<file path="config.mk">
export PLATFORM = sky130hd
export DESIGN_NAME = mux2_sel_ctrl
export DESIGN_NICKNAME = d
export VERILOG_FILES = /design/src/rtl/mux2_sel_ctrl.sv
export SDC_FILE = /design/constraint.sdc
export NUM_CORES = 1
export LEC_CHECK = 0
export BUFFER_PORTS_ARGS = -buffer_cell sky130_fd_sc_hd__buf_2
export CAP_MARGIN = 5
export CORE_MARGIN = 2
export CORE_UTILIZATION = 60
export CTS_BUF_LIST = sky130_fd_sc_hd__clkbuf_8
export CTS_CLUSTER_DIAMETER = 40
export CTS_CLUSTER_SIZE = 10
export DETAILED_ROUTE_END_ITERATION = 16
export PLACE_DENSITY = 0.82
export SLEW_MARGIN = 15
export SYNTH_ARGS = -nofsm -noshare
export SYNTH_HDL_FRONTEND = slang
export SYNTH_SLANG_ARGS = --single-unit
</file>
<file path="constraint.sdc">
create_clock -name clk -period 3.05 [get_ports clk]
set_input_delay 0.1525 -clock clk [delete_from_list [all_inputs] [get_ports clk]]
set_output_delay 0.1525 -clock clk [all_outputs]
set_load 0.03 [all_outputs]
</file>
<file path="src/rtl/mux2_sel_ctrl.sv">
// mux2_sel_ctrl: select sequencer for a downstream 2:1 mux.
// Takes a switch request over valid/ready and waits for a boundary strobe
// from the active source. It then waits out an optional hold-off and
// updates sel. The blank output covers the changeover.
// Optional feature: define MUX2_SEL_TIMEOUT_EN to force the switch when no
// boundary arrives within C_TIMEOUT cycles of entering WAIT_BND.
// Without it, WAIT_BND waits indefinitely and timeout is tied low.

module mux2_sel_ctrl #(
    parameter int unsigned C_INIT_SEL = 0,
    parameter int unsigned C_HOLDOFF  = 4,
    parameter int unsigned C_CNT_W    = 8,
    parameter int unsigned C_TIMEOUT  = 1024
) (
    input  logic clk,
    input  logic rst,
    input  logic req_valid,
    input  logic req_sel,
    output logic req_ready,
    input  logic bnd,
    output logic sel,
    output logic busy,
    output logic blank,
    output logic done,
    output logic timeout
);

    localparam logic [C_CNT_W-1:0] HOLD_LOAD =
        C_CNT_W'((C_HOLDOFF == 0) ? 0 : C_HOLDOFF - 1);

    // Reject parameter sets the counters cannot represent
    if (C_INIT_SEL > 1 || C_HOLDOFF > 255 || C_TIMEOUT == 0 ||
        (C_CNT_W < 32 && C_HOLDOFF >= (64'd1 << C_CNT_W))) begin : g_bad_param
        $error("mux2_sel_ctrl: illegal parameter combination");
    end

    typedef enum logic [1:0] {
        IDLE     = 2'd0,
        WAIT_BND = 2'd1,
        HOLDOFF  = 2'd2,
        SWITCH   = 2'd3
    } state_t;

    state_t               state, state_n;
    logic [C_CNT_W-1:0]   cnt, cnt_n;
    logic                 target, target_n;
    logic                 sel_n, busy_n, blank_n, done_n;
    logic                 to_hit;
    logic                 bnd_hit;
    logic                 bnd_seen;

    // Boundary (or forced boundary) sampled while waiting for one
    assign bnd_hit   = (state == WAIT_BND) && (bnd || to_hit);
    assign req_ready = (state == IDLE);

`ifdef MUX2_SEL_TIMEOUT_EN
    localparam int unsigned TO_W = $clog2(C_TIMEOUT + 1);
    localparam logic [TO_W-1:0] TO_LAST = TO_W'(C_TIMEOUT - 1);

    logic [TO_W-1:0] to_cnt;
    logic            to_seen;
    logic            to_flag;

    assign to_hit = (state == WAIT_BND) && (to_cnt == TO_LAST) && !bnd;

    // Wait-time counter (zero outside WAIT_BND) and timeout bookkeeping
    always_ff @(posedge clk) begin
        if (rst) begin
            to_cnt  <= '0;
            to_seen <= 1'b0;
            to_flag <= 1'b0;
            timeout <= 1'b0;
        end else begin
            to_cnt  <= (state == WAIT_BND) ? to_cnt + TO_W'(1) : '0;
            to_seen <= to_hit;
            if (state == IDLE)
                to_flag <= 1'b0;
            else if (state == WAIT_BND && bnd_seen)
                to_flag <= to_seen;
            timeout <= (state == SWITCH) && to_flag;
        end
    end
`else
    assign to_hit  = 1'b0;
    assign timeout = 1'b0;
`endif

    // Remember the boundary for one cycle; the FSM acts on it next edge
    always_ff @(posedge clk) begin
        if (rst)
            bnd_seen <= 1'b0;
        else
            bnd_seen <= bnd_hit;
    end

    // FSM state and registered outputs
    always_ff @(posedge clk) begin
        if (rst) begin
            state  <= IDLE;
            cnt    <= '0;
            target <= 1'(C_INIT_SEL);
            sel    <= 1'(C_INIT_SEL);
            busy   <= 1'b0;
            blank  <= 1'b0;
            done   <= 1'b0;
        end else begin
            state  <= state_n;
            cnt    <= cnt_n;
            target <= target_n;
            sel    <= sel_n;
            busy   <= busy_n;
            blank  <= blank_n;
            done   <= done_n;
        end
    end

    // Next-state and next-output decode
    always_comb begin
        state_n  = state;
        cnt_n    = cnt;
        target_n = target;
        sel_n    = sel;
        busy_n   = busy;
        blank_n  = blank;
        done_n   = 1'b0;
        case (state)
            IDLE: begin
                if (req_valid) begin
                    if (req_sel == sel) begin
                        done_n = 1'b1;
                    end else begin
                        target_n = req_sel;
                        busy_n   = 1'b1;
                        state_n  = WAIT_BND;
                    end
                end
            end
            WAIT_BND: begin
                if (bnd_hit)
                    blank_n = 1'b1;
                if (bnd_seen) begin
                    if (C_HOLDOFF == 0) begin
                        state_n = SWITCH;
                    end else begin
                        cnt_n   = HOLD_LOAD;
                        state_n = HOLDOFF;
                    end
                end
            end
            HOLDOFF: begin
                if (cnt == '0)
                    state_n = SWITCH;
                else
                    cnt_n = cnt - C_CNT_W'(1);
            end
            SWITCH: begin
                sel_n   = target;
                done_n  = 1'b1;
                busy_n  = 1'b0;
                blank_n = 1'b0;
                state_n = IDLE;
            end
            default: state_n = IDLE;
        endcase
    end

endmodule

</file>
## Yosys cells after proc, flatten, opt, wreduce, memory -nomap -nowiden

Cells that the tools add are included.

| operators by class | value |
|---|---|
| add/sub/neg operators | 1 |
| equal/unequal tests | 10 |
| bitwise gates (word level) | 1 |
| mux-type cells | 16 |
| reductions and logical operators | 11 |

Operators by type and width:

| operator | number |
|---|---|
| $mux W8 | 2 |
| $pmux W8 S2 | 1 |
| $ne A2 B2 Y1 const B | 6 |
| $reduce_and A3 Y1 | 3 |
| $logic_not A8 Y1 | 1 |
| $mux W2 | 4 |
| $pmux W2 S4 | 1 |
| $sub A8 B1 Y8 const B | 1 |
| $pmux W1 S2 | 3 |
| $reduce_bool A2 Y1 | 3 |
| $mux W1 | 5 |
| $eq A2 B2 Y1 const B | 2 |
| $reduce_and A4 Y1 | 1 |
| $eq A2 B1 Y1 const B | 1 |
| $logic_not A2 Y1 | 1 |
| $reduce_and A2 Y1 | 1 |
| $eq A1 B1 Y1 | 1 |
| $logic_and A1 B1 Y1 | 1 |
| $not A1 Y1 | 1 |

| storage, ports and cells | value |
|---|---|
| flip-flop bits (word level) | 16 |
| bits of input ports | 5 |
| word-level logic and storage cells | 47 |
| output and inout bits | 6 |

## Logic depth before layout (Yosys ltp)

Gate-level depths: netlist of the first run.

| logic depth | value |
|---|---|
| depth in word-level cells | 4 |
| gate-level depth with buffers | 6 |
| gate-level depth less buffers | 6 |

## Worst setup path before layout of the first run

Ideal clock, no wire load.

| timing | value |
|---|---|
| path kind | register to register |
| start | register cnt[2] |
| end | register state[1] |
| clock period less this slack | 1932 ps |
| stages on the path, launching flop included | 5 |
| arrival time | 1860 ps |
| buffers on the path | 0 |
| path slack | 1118 ps |
| library setup time | 72 ps |
| required time | 2978 ps |
| cells stage by stage | dfxtp_1 or4_4 or4b_4 a211oi_2 mux2i_1 |

| on the way | value |
|---|---|
| longest elaborated chain between the ends | 3 |

Ends and longest elaborated chain:

| what | line | text |
|---|---|---|
| from (decl) | 45 | `logic [C_CNT_W-1:0] cnt, cnt_n;` |
| from (signal assigned) | 108 | `cnt <= cnt_n;` |
| $logic_not A8 Y1 | 151 | `if (cnt == '0)` |
| $ne A2 B2 Y1 (no line) | n/a |  |
| $reduce_and A4 Y1 (no line) | n/a |  |
| to (signal assigned) | 107 | `state <= state_n;` |
| to (decl) | 44 | `state_t state, state_n;` |

Every way passes these cells.
A chain may end at the register's enable or synchronous reset.

## Worst setup path in the final report of the first run

Ends and elaborated chain as after synthesis.

==> metrics.txt, run 1 <==
# TYPE chip_impl_metric gauge
chip_impl_info{name="cpLargestDelayFamily",value="simple AND/OR/NAND/NOR gates"} 1
chip_impl_metric{name="power.sequential.fraction",unit=""} 0.336
chip_impl_info{name="post_synth_most_frequent_cells",value="sky130_fd_sc_hd__dfxtp_1, sky130_fd_sc_hd__a21oi_1, sky130_fd_sc_hd__nor2_1"} 1
chip_impl_metric{name="fin_tns_setup",unit="ps"} 0
chip_impl_metric{name="vias",unit=""} 681
chip_impl_metric{name="design.final.nets",unit=""} 115
chip_impl_info{name="whs_endpoint",value="bnd_seen"} 1
chip_impl_metric{name="synth_edf_count",unit=""} 0
chip_impl_metric{name="post-route-drc-count",unit=""} 0
chip_impl_metric{name="floorplan.initialDensity",unit=""} 0.649
chip_impl_metric{name="static-leakage-power",unit="uW"} 0.000389
chip_impl_info{name="unrepaired_setup_endpoints_after_global_routing",value="false"} 1
chip_impl_info{name="min_from",value="bnd"} 1
chip_impl_metric{name="clkSinkCount",unit=""} 16
chip_impl_metric{name="die_area",unit="um^2"} 1740
chip_impl_metric{name="hold_viol_final",unit=""} 0
chip_impl_info{name="synthTopCellsByArea",value="sky130_fd_sc_hd__dfxtp_1, sky130_fd_sc_hd__ha_1, sky130_fd_sc_hd__a21oi_1"} 1
chip_impl_metric{name="yosysWarningCount",unit=""} 0
chip_impl_metric{name="r2r_cells",unit=""} 4
chip_impl_metric{name="flip_flop_and_latch_count_after_synthesis",unit=""} 16
chip_impl_metric{name="synthesis.area",unit="um^2"} 855
chip_impl_metric{name="synthCells",unit=""} 92
chip_impl_metric{name="swShare",unit=""} 0.382
chip_impl_metric{name="postRouteAntennaNets",unit=""} 0
chip_impl_metric{name="grt.total_usage",unit=""} 0.193
chip_impl_info{name="timing.critical_path.cells",value="or4_4 -> or4b_4 -> a211oi_2 -> mux2i_1"} 1
chip_impl_metric{name="grt_antenna_before_repair",unit=""} 0
chip_impl_metric{name="register_area",unit="um^2"} 320
chip_impl_info{name="status",value="complete, no violations"} 1
chip_impl_info{name="rr_startpoint",value="cnt[2]"} 1
chip_impl_metric{name="finalHoldWorstSlack",unit="ps"} 153
chip_impl_info{name="clock_tree_from_tritoncts",value="built"} 1
chip_impl_metric{name="synth.distinct_cells",unit=""} 38
chip_impl_metric{name="synth_sequential_area_ratio",unit=""} 0.375
chip_impl_metric{name="insertedDiodeCount",unit=""} 0
chip_impl_info{name="endpoint_of_the_worst_register_to_register_path",value="state[1]"} 1
chip_impl_metric{name="timing.max_cap.violations",unit=""} 0
chip_impl_metric{name="final_util",unit=""} 0.730
chip_impl_metric{name="report.final.setup_viol",unit=""} 0
chip_impl_metric{name="grt.overflow.total",unit=""} 0
chip_impl_metric{name="cts_hold_repair.buffers",unit=""} 0
chip_impl_metric{name="avgRoutedWirePerCell",unit="um"} 12.7
chip_impl_metric{name="power_per_cell_area",unit="nW/um^2"} 987
chip_impl_metric{name="post_cts_buffers",unit=""} 0
chip_impl_metric{name="grt_max_degree",unit=""} 15
chip_impl_metric{name="clock_path_buffers",unit=""} 2
chip_impl_metric{name="worst_ep_required_time",unit="ps"} 3220
chip_impl_metric{name="max_stage_delay",unit="ps"} 570
chip_impl_metric{name="fillers",unit=""} 97
chip_impl_metric{name="row_cnt",unit=""} 13
chip_impl_metric{name="timing.critical_path.arrival",unit="ps"} 2230
chip_impl_metric{name="timing.final.crit_share",unit=""} 0.676
chip_impl_metric{name="grt_first_pass_wirelength",unit="mm"} 2.58
chip_impl_info{name="hold_path_class",value="input port to flop"} 1
chip_impl_metric{name="critical_path_peak_fanout",unit=""} 7
chip_impl_metric{name="finalCriticalPeriod",unit="ps"} 2060
chip_impl_metric{name="min_path_cells",unit=""} 3
chip_impl_info{name="library_cell_occupying_the_most_area_in_the_post_synthesis_netlist",value="sky130_fd_sc_hd__dfxtp_1"} 1
chip_impl_metric{name="drt-vias-per-instance",unit=""} 5.77
chip_impl_metric{name="multi_input_gate_area",unit="um^2"} 504
chip_impl_metric{name="p_comb_frac",unit=""} 0.472
chip_impl_metric{name="critical_path.n_buffers_inverters",unit=""} 0
chip_impl_metric{name="drt_first_pass_iters",unit=""} 4
chip_impl_metric{name="cts.reportedPaths.clkPinSlew",unit="ps"} 60
chip_impl_metric{name="fp.coreArea",unit="um^2"} 1320
chip_impl_metric{name="floorplan.die.width",unit="um"} 41.7
chip_impl_metric{name="dp.final_hpwl",unit="mm"} 1.05
chip_impl_info{name="critical-path-slowest-cell",value="sky130_fd_sc_hd__or4_4"} 1
chip_impl_metric{name="totalPowerFinal",unit="uW"} 949
chip_impl_metric{name="drive_gt1_frac",unit=""} 0.243
chip_impl_metric{name="clock.fmax",unit="GHz"} 0.485
chip_impl_metric{name="grt_pass1_vias",unit=""} 657
chip_impl_info{name="synth.most_common_cell",value="sky130_fd_sc_hd__dfxtp_1"} 1
chip_impl_metric{name="reg2reg_setup_slack",unit="ps"} 990
chip_impl_metric{name="numCtsBuffers",unit=""} 3
chip_impl_info{name="clock-root-buffer",value="sky130_fd_sc_hd__clkbuf_8"} 1
chip_impl_metric{name="io-pin-count",unit=""} 11
chip_impl_metric{name="drt_iter0_drc",unit=""} 3
chip_impl_info{name="synth_flop_cell",value="sky130_fd_sc_hd__dfxtp_1"} 1
chip_impl_metric{name="routabilityCongestion",unit=""} 0.753
chip_impl_metric{name="final_max_slew_viol_count",unit=""} 0
chip_impl_metric{name="asyncSetResetFlopFracSynth",unit=""} 0
chip_impl_metric{name="syn-num-nets",unit=""} 103
chip_impl_metric{name="cts-resized-gates",unit=""} 0
chip_impl_metric{name="area_fraction_of_the_dominant_cell_type_after_synthesis",unit=""} 0.375
chip_impl_metric{name="synth.avg_cell_area",unit="um^2"} 9.29
chip_impl_metric{name="post_route_clock_skew",unit="ps"} 3.20
chip_impl_metric{name="worst_ir_drop_vdd",unit="V"} 0.000536
chip_impl_metric{name="clk-insertion-delay-late",unit="ps"} 240
chip_impl_info{name="criticalPathCategory",value="flop to flop"} 1
chip_impl_metric{name="io_buffers",unit=""} 9
chip_impl_info{name="start_kind",value="flop"} 1
chip_impl_metric{name="cellInternalPower",unit="uW"} 587
chip_impl_metric{name="fraction_of_power_consumed_by_the_clock_network",unit=""} 0.192
chip_impl_metric{name="htree_levels",unit=""} 1
chip_impl_metric{name="area.growth.synth_to_final",unit="%"} 12.6
chip_impl_metric{name="power_switching",unit="uW"} 362
chip_impl_info{name="worstSetupEndpointType",value="flop"} 1
chip_impl_metric{name="postRouteWirelength",unit="mm"} 1.50
chip_impl_metric{name="die_h",unit="um"} 41.7
## worst reg2reg max path, cell delays in order (launching register included)
cell and delay (ps):
sky130_fd_sc_hd__dfxtp_1 370, sky130_fd_sc_hd__or4_4 570, sky130_fd_sc_hd__or4b_4 540, sky130_fd_sc_hd__a211oi_2 290, sky130_fd_sc_hd__mux2i_1 220
## metal layers
metal / track usage / up-vias / part of all wire / wire, um
li1: - / 354 / - / -
met1: 0.207 / 311 / 0.45 / 682
met2: 0.331 / 11 / 0.50 / 755
met3: 0.0435 / 5 / 0.024 / 36
met4: 0.135 / 0 / 0.017 / 25
met5: 0 / - / 0 / 0
## power by group through the flow
stage | registers, uW | logic, uW | clock network (uW)
after floorplan | 337 | 345 | 0
after CTS | 317 | 448 | 188
after detailed placement | 321 | 441 | 0
after global placement | 316 | 434 | 0
after global routing | 325 | 496 | 198
final | 319 | 448 | 182
## state kept, by name, indices dropped and copies added (netlist names)
register  flops
blank         1
bnd_seen      1
cnt           8
target        1
done          1
state         2
busy          1
sel           1
## per-stage QoR
step	worst slack, ps	instance area [um^2]	std cells
floorplan	1120	855	92
global placement	1080	907	114
detailed placement	1020	907	114
CTS	991	962	118
global route	861	962	118
finish	987	962	118
## kinds of logic after synthesis
family	Yosys count	synth area share
adders and majority gates	6	0.0878
other	1	0.00439
xor gates and xnor gates	2	0.0205
buffers and inverters	7	0.0351
AOI/OAI and AO/OA	22	0.182
DFF	16	0.375
and+or+nand+nor	34	0.247
muxes	4	0.0483
## worst max-delay path by stage
stage	endpoint	cells past startpoint	slack, ps	from
2_1_floorplan	state[1]	4	1120	cnt[2]
3_3_place_gp	state[1]	4	1080	cnt[2]
3_5_place_dp	state[1]	4	1020	cnt[2]
4_1_cts	state[1]	4	990	cnt[2]
5_1_grt	cnt[0]	6	860	state[0]
6_report	state[1]	4	990	cnt[2]
## layout by cell type, fill, tap and decap left out, types with 2 or more instances in the layout
cell type	instances
sky130_fd_sc_hd__ha_1	6
sky130_fd_sc_hd__nor2_1	7
sky130_fd_sc_hd__inv_1	5
sky130_fd_sc_hd__o31ai_1	3
sky130_fd_sc_hd__mux2i_1	3
sky130_fd_sc_hd__nand2_1	6
sky130_fd_sc_hd__or4_2	2
sky130_fd_sc_hd__dfxtp_1	16
sky130_fd_sc_hd__buf_2	9
sky130_fd_sc_hd__or3_1	2
sky130_fd_sc_hd__a21oi_1	7
sky130_fd_sc_hd__o21ai_0	3
sky130_fd_sc_hd__or3_2	2
sky130_fd_sc_hd__nand2b_1	2
sky130_fd_sc_hd__o21a_1	2
sky130_fd_sc_hd__nor3_1	2
sky130_fd_sc_hd__clkbuf_8	4
sky130_fd_sc_hd__a211oi_2	2
## final cells by class
cell class	count	area share
repair buffers	9	0.0468
inverters	5	0.0195
multi-input cells	69	0.524
clock buffers	4	0.0572
flip-flops and latches	16	0.333
well taps	15	0.0195
Note: power is estimated with default switching activity, not from simulation.
==> inputs of run 2 (changes only) <==
CORE_UTILIZATION = 52   (was 60)
PLACE_DENSITY = 0.76   (was 0.82)
clock period = 1.83 ns   (was 3.05 ns; I/O delays follow)
==> run 2 against run 1 <==
- the flow now finishes with violations (setup timing)
- power is 94% higher
- critical endpoint unchanged
- critical path type unchanged
- highest routed layer unchanged
- worst setup slack worse by 1100 ps
- core utilization decreased by 0.70 points
- critical path depth unchanged
- first-iteration DRC count grew to 4.3 times the previous value
- combinational power grew 130%
- final cell count rose by 14%
- global-route usage increased by 0.084 points
- non-clock buffer count grew 16
==> metrics.txt, run 2 (synthesized netlist as in run 1, its figures left out) <==
# TYPE chip_impl_metric gauge
chip_impl_info{name="status",value="finished with violations"} 1
chip_impl_info{name="violations_in_the_final_reports",value="setup timing"} 1
chip_impl_metric{name="die_h",unit="um"} 44.5
chip_impl_metric{name="clk-insertion-delay-late",unit="ps"} 250
chip_impl_metric{name="postRouteAntennaNets",unit=""} 0
chip_impl_info{name="clock_tree_from_tritoncts",value="built"} 1
chip_impl_metric{name="power_switching",unit="uW"} 700
chip_impl_metric{name="critical_path_peak_fanout",unit=""} 2
chip_impl_metric{name="grt_first_pass_wirelength",unit="mm"} 2.82
chip_impl_metric{name="power.sequential.fraction",unit=""} 0.279
chip_impl_metric{name="hold_viol_final",unit=""} 0
chip_impl_metric{name="timing.final.ws_setup",unit="ps"} -103
chip_impl_metric{name="drt_first_pass_iters",unit=""} 4
chip_impl_metric{name="post_route_clock_skew",unit="ps"} 0.722
chip_impl_metric{name="clkSinkCount",unit=""} 16
chip_impl_metric{name="swShare",unit=""} 0.380
chip_impl_info{name="hold_path_class",value="input port to flop"} 1
chip_impl_metric{name="post-route-drc-count",unit=""} 0
chip_impl_metric{name="timing.critical_path.arrival",unit="ps"} 2110
chip_impl_metric{name="fillers",unit=""} 127
chip_impl_metric{name="cts_hold_repair.buffers",unit=""} 0
chip_impl_metric{name="cts.reportedPaths.clkPinSlew",unit="ps"} 60
chip_impl_metric{name="grt_pass1_vias",unit=""} 693
chip_impl_metric{name="area.growth.synth_to_final",unit="%"} 29.0
chip_impl_info{name="criticalPathCategory",value="flop to flop"} 1
chip_impl_metric{name="place_inst",unit=""} 129
chip_impl_metric{name="clock_path_buffers",unit=""} 2
chip_impl_info{name="largestRegisters",value="cnt (8), state (2)"} 1
chip_impl_info{name="worstSetupEndpointType",value="flop"} 1
chip_impl_info{name="unrepaired_setup_endpoints_after_global_routing",value="true"} 1
chip_impl_info{name="clock-root-buffer",value="sky130_fd_sc_hd__clkbuf_8"} 1
chip_impl_metric{name="cellInternalPower",unit="uW"} 1140
chip_impl_metric{name="fin_tns_setup",unit="ps"} -253
chip_impl_metric{name="finalCriticalPeriod",unit="ps"} 1930
chip_impl_metric{name="design.final.nets",unit=""} 131
chip_impl_metric{name="htree_levels",unit=""} 1
chip_impl_metric{name="largest_register_ff_count",unit=""} 8
chip_impl_metric{name="drive_gt1_frac",unit=""} 0.387
chip_impl_metric{name="io-pin-count",unit=""} 11
chip_impl_metric{name="dp.final_hpwl",unit="mm"} 1.20
chip_impl_info{name="most_common_cell_after_layout_fill_and_taps_aside",value="sky130_fd_sc_hd__buf_4"} 1
chip_impl_metric{name="fp.coreArea",unit="um^2"} 1520
chip_impl_metric{name="insertedDiodeCount",unit=""} 0
chip_impl_metric{name="grt_antenna_before_repair",unit=""} 0
chip_impl_metric{name="floorplan.die.width",unit="um"} 44.5
chip_impl_metric{name="avgRoutedWirePerCell",unit="um"} 12.5
chip_impl_metric{name="routabilityCongestion",unit=""} 0.792
chip_impl_metric{name="worst_ir_drop_vdd",unit="V"} 0.00106
chip_impl_info{name="start_kind",value="flop"} 1
chip_impl_metric{name="floorplan.initialDensity",unit=""} 0.561
chip_impl_metric{name="drt_iter0_drc",unit=""} 13
chip_impl_metric{name="static-leakage-power",unit="uW"} 0.000470
chip_impl_metric{name="postRouteWirelength",unit="mm"} 1.69
chip_impl_metric{name="grt.total_usage",unit=""} 0.194
chip_impl_metric{name="drt-vias-per-instance",unit=""} 5.47
chip_impl_metric{name="grt.overflow.total",unit=""} 0
chip_impl_metric{name="p_comb_frac",unit=""} 0.552
chip_impl_metric{name="worst_ep_required_time",unit="ps"} 2010
chip_impl_metric{name="grt_max_degree",unit=""} 15
chip_impl_metric{name="final_max_slew_viol_count",unit=""} 0
chip_impl_metric{name="numCtsBuffers",unit=""} 3
chip_impl_metric{name="fin_cells",unit=""} 135
chip_impl_metric{name="timing.max_cap.violations",unit=""} 0
chip_impl_info{name="commonest_cells_after_routing_fill_and_taps_aside",value="sky130_fd_sc_hd__buf_4, sky130_fd_sc_hd__dfxtp_1, sky130_fd_sc_hd__buf_2"} 1
chip_impl_info{name="largest-register",value="cnt"} 1
chip_impl_metric{name="postLayoutCellArea",unit="um^2"} 1100
chip_impl_metric{name="report.final.setup_viol",unit=""} 5
chip_impl_metric{name="row_cnt",unit=""} 14
chip_impl_metric{name="vias",unit=""} 739
chip_impl_metric{name="clock.fmax",unit="GHz"} 0.517
chip_impl_metric{name="fraction_of_power_consumed_by_the_clock_network",unit=""} 0.169
chip_impl_metric{name="timing.final.crit_share",unit=""} 1.06
chip_impl_metric{name="dpl_cell_area",unit="um^2"} 1010
chip_impl_metric{name="power_per_cell_area",unit="nW/um^2"} 1670
chip_impl_metric{name="die_area",unit="um^2"} 1980
chip_impl_metric{name="io_buffers",unit=""} 9
## run 2: cell types whose count changed in the layout (fill, tap and decap cells not counted), sizes merged
cell | previous run | this run
buf | 9 | 25
## run 2: what timing repair did
item                                    CTS  global route
endpoints found under the setup margin   10             8
resized for setup                         4             2
pin swaps                                 4             1
setup buffers                             2             0
## run 2: path summary, 6_finish.rpt
kind	from	endpoint	slack [ps]	depth (start not counted)
hold reg to reg	cnt[0]	cnt[0]	430	1
hold / removal	bnd	bnd_seen	80	3
setup reg to reg	cnt[5]	state[1]	-100	4
setup / recovery	cnt[5]	state[1]	-100	4
## run 2: cell type report
cell class	count	area, um^2	share of cell area
clock buffer	4	55.1	0.0499
inverter	5	18.8	0.0170
multi-input combinational	69	519	0.471
sequential	16	324	0.294
tap	16	20.0	0.0182
timing repair buffer	25	165	0.150
## run 2: through the flow
| step | power [uW] | setup WS, ps | utilization | hold slack (ps) |
|---|---|---|---|---|
| global placement | 1420 | -58.7 | 0.665 | 332 |
| global route | 1960 | -167 | 0.723 | 108 |
| floorplan | 1140 | -6.09 | - | 214 |
| finish | 1840 | -103 | 0.723 | 81.4 |
| detailed placement | 1440 | -101 | 0.665 | 343 |
| CTS | 1840 | -126 | 0.720 | 77.4 |
## run 2: power by group through the flow
stage                     Combinational [uW]  Clock, uW  Sequential [uW]
final                                   1020        312              515
after global routing                    1100        335              528
after detailed placement                 928          0              514
after floorplan                          575          0              561
after global placement                   910          0              512
after CTS                               1010        322              515
## run 2: routing by layer
layer / track usage / share of wire / vias to the layer above
li1: - / - / 385
met1: 0.232 / 0.45 / 341
met4: 0.103 / 0.018 / 0
met5: 0 / 0 / -
met3: 0.0449 / 0.024 / 5
met2: 0.319 / 0.50 / 8
## run 2: worst max-delay path, stage by stage (launching register included)
cell                       delay [ps]
sky130_fd_sc_hd__dfxtp_2          320
sky130_fd_sc_hd__or4_4            540
sky130_fd_sc_hd__or4b_4           530
sky130_fd_sc_hd__a211oi_4         260
sky130_fd_sc_hd__mux2i_1          210
==> inputs of run 3 (changes only) <==
MAX_ROUTING_LAYER = met4   (was default)
==> run 3 against run 2 <==
- the run still ends with setup timing left
- maximum frequency barely moved
- critical path depth unchanged
- sequential share of layout area stayed put
- clock skew about the same
- power hardly changed
- largest cell class unchanged
- worst setup slack gained 0.61 ps
- combinational power barely moved
- worst hold slack barely moved
- non-clock buffer count is the same
- via count grew 1.5%
- register-to-register slack is essentially flat
- core utilization unchanged
==> metrics.txt, run 3 (synthesized netlist as in run 1, its figures left out) <==
# TYPE chip_impl_metric gauge
chip_impl_info{name="status",value="finished with violations"} 1
chip_impl_info{name="violations_in_the_final_reports",value="setup timing"} 1
chip_impl_metric{name="numCtsBuffers",unit=""} 3
chip_impl_metric{name="worst_ep_required_time",unit="ps"} 2010
chip_impl_metric{name="postRouteWirelength",unit="mm"} 1.69
chip_impl_metric{name="grt_pass1_vias",unit=""} 693
chip_impl_info{name="largest-register",value="cnt"} 1
chip_impl_metric{name="die_h",unit="um"} 44.5
chip_impl_metric{name="design.final.nets",unit=""} 131
chip_impl_info{name="worstSetupEndpointType",value="flop"} 1
chip_impl_metric{name="htree_levels",unit=""} 1
chip_impl_metric{name="io_buffers",unit=""} 9
chip_impl_metric{name="drt_first_pass_iters",unit=""} 4
chip_impl_metric{name="fillers",unit=""} 127
chip_impl_metric{name="avgRoutedWirePerCell",unit="um"} 12.5
chip_impl_info{name="hold_path_class",value="input port to flop"} 1
chip_impl_info{name="whs_endpoint",value="bnd_seen"} 1
chip_impl_metric{name="drt-vias-per-instance",unit=""} 5.56
chip_impl_metric{name="post_route_clock_skew",unit="ps"} 0.772
chip_impl_metric{name="vias",unit=""} 750
chip_impl_info{name="most_common_cell_after_layout_fill_and_taps_aside",value="sky130_fd_sc_hd__buf_4"} 1
chip_impl_metric{name="final_max_slew_viol_count",unit=""} 0
chip_impl_metric{name="fp.coreArea",unit="um^2"} 1520
chip_impl_metric{name="hold_viol_final",unit=""} 0
chip_impl_metric{name="floorplan.initialDensity",unit=""} 0.561
chip_impl_info{name="unrepaired_setup_endpoints_after_global_routing",value="true"} 1
chip_impl_metric{name="drive_gt1_frac",unit=""} 0.387
chip_impl_metric{name="drt_iter0_drc",unit=""} 12
chip_impl_info{name="endpoint_of_the_worst_register_to_register_path",value="state[1]"} 1
chip_impl_metric{name="postRouteAntennaNets",unit=""} 0
chip_impl_metric{name="r2r_cells",unit=""} 4
chip_impl_metric{name="post-route-drc-count",unit=""} 0
chip_impl_metric{name="preCtsSetupSlack",unit="ps"} -101
chip_impl_metric{name="timing.final.ws_setup",unit="ps"} -102
chip_impl_metric{name="row_cnt",unit=""} 14
chip_impl_metric{name="cts.reportedPaths.clkPinSlew",unit="ps"} 60
chip_impl_metric{name="dpl_cell_area",unit="um^2"} 1010
chip_impl_metric{name="grt_antenna_before_repair",unit=""} 0
chip_impl_metric{name="postLayoutCellArea",unit="um^2"} 1100
chip_impl_metric{name="worst_ir_drop_vdd",unit="V"} 0.00106
chip_impl_metric{name="finalCriticalPeriod",unit="ps"} 1930
chip_impl_metric{name="grt.total_usage",unit=""} 0.200
chip_impl_metric{name="report.final.setup_viol",unit=""} 5
chip_impl_metric{name="timing.max_cap.violations",unit=""} 0
chip_impl_info{name="clock_tree_from_tritoncts",value="built"} 1
chip_impl_metric{name="floorplan.die.width",unit="um"} 44.5
chip_impl_metric{name="grt_max_degree",unit=""} 15
chip_impl_info{name="criticalPathCategory",value="flop to flop"} 1
chip_impl_metric{name="clock_path_buffers",unit=""} 2
chip_impl_metric{name="clock.fmax",unit="GHz"} 0.517
chip_impl_metric{name="grt_first_pass_wirelength",unit="mm"} 2.82
chip_impl_metric{name="cts_hold_repair.buffers",unit=""} 0
chip_impl_metric{name="reg2reg_setup_slack",unit="ps"} -100
chip_impl_metric{name="area.growth.synth_to_final",unit="%"} 29.0
chip_impl_info{name="clock-root-buffer",value="sky130_fd_sc_hd__clkbuf_8"} 1
chip_impl_metric{name="dp.final_hpwl",unit="mm"} 1.20
chip_impl_metric{name="timing.critical_path.arrival",unit="ps"} 2110
chip_impl_metric{name="final_util",unit=""} 0.723
chip_impl_metric{name="clk-insertion-delay-late",unit="ps"} 250
chip_impl_metric{name="critical_path_peak_fanout",unit=""} 2
chip_impl_metric{name="clkSinkCount",unit=""} 16
chip_impl_metric{name="timing.final.crit_share",unit=""} 1.06
chip_impl_metric{name="grt.overflow.total",unit=""} 0
chip_impl_metric{name="static-leakage-power",unit="uW"} 0.000470
chip_impl_metric{name="io-pin-count",unit=""} 11
chip_impl_metric{name="min_path_cells",unit=""} 3
chip_impl_info{name="commonest_cells_after_routing_fill_and_taps_aside",value="sky130_fd_sc_hd__buf_4, sky130_fd_sc_hd__dfxtp_1, sky130_fd_sc_hd__buf_2"} 1
chip_impl_metric{name="insertedDiodeCount",unit=""} 0
chip_impl_metric{name="finalHoldWorstSlack",unit="ps"} 81.2
chip_impl_metric{name="die_area",unit="um^2"} 1980
chip_impl_info{name="rr_startpoint",value="cnt[5]"} 1
chip_impl_metric{name="routabilityCongestion",unit=""} 0.804
chip_impl_info{name="largestRegisters",value="cnt (8), state (2)"} 1
chip_impl_info{name="start_kind",value="flop"} 1
chip_impl_info{name="min_from",value="bnd"} 1
chip_impl_metric{name="largest_register_ff_count",unit=""} 8
chip_impl_metric{name="power_per_cell_area",unit="nW/um^2"} 1670
run 3: cell counts in the layout (fill, tap and decap cells not counted):
Identical to the previous run, type by type.
run 3: timing repair:
item | 4_1_cts | 5_1_grt
cloned | 0 | 0
setup buffers | 2 | 0
gates resized for setup | 4 | 2
hold endpoints to repair | 0 | 0
setup endpoints to repair | 10 | 8
pin swaps | 4 | 1
run 3: worst max-delay path by stage:
stage                 from        to  slack, ps  cells past startpoint
finish              cnt[5]  state[1]       -100                      4
global route        cnt[5]  state[1]       -170                      4
CTS                 cnt[5]  state[1]       -130                      4
detailed placement  cnt[5]  state[1]       -100                      4
global placement    cnt[5]  state[1]        -60                      4
floorplan           cnt[5]  state[1]         -6                      4
run 3: layout make-up:
class / count / area, um^2 / area share
inverters: 5 / 18.8 / 0.0170
well taps: 16 / 20.0 / 0.0182
clock buffers: 4 / 55.1 / 0.0499
multi-input cells: 69 / 519 / 0.471
flip-flops and latches: 16 / 324 / 0.294
repair buffers: 25 / 165 / 0.150
run 3: critical path, stage by stage, from the launching register on:
cell and delay (ps):
sky130_fd_sc_hd__dfxtp_2 320, sky130_fd_sc_hd__or4_4 540, sky130_fd_sc_hd__or4b_4 530, sky130_fd_sc_hd__a211oi_4 260
sky130_fd_sc_hd__mux2i_1 210
run 3: stage by stage:
step / power, uW / std cells / TNS (ps)
2_1_floorplan: 1140 / 92 / -6.09
3_3_place_gp: 1420 / 129 / -94.5
3_5_place_dp: 1440 / 129 / -243
4_1_cts: 1840 / 135 / -313
5_1_grt: 1960 / 135 / -720
6_report: 1840 / 135 / -252
run 3: where the power goes:
part | switching, uW | internal [uW]
combinational | 516 | 501
sequential | 63.1 | 452
clock | 121 | 191
run 3: per-layer routing:
layer	routed length, um	vias to the layer above	track usage
met3	41	5	0.0449
met4	31	0	0.103
li1	-	386	-
met2	851	8	0.319
met1	770	351	0.232
met5	0	-	-
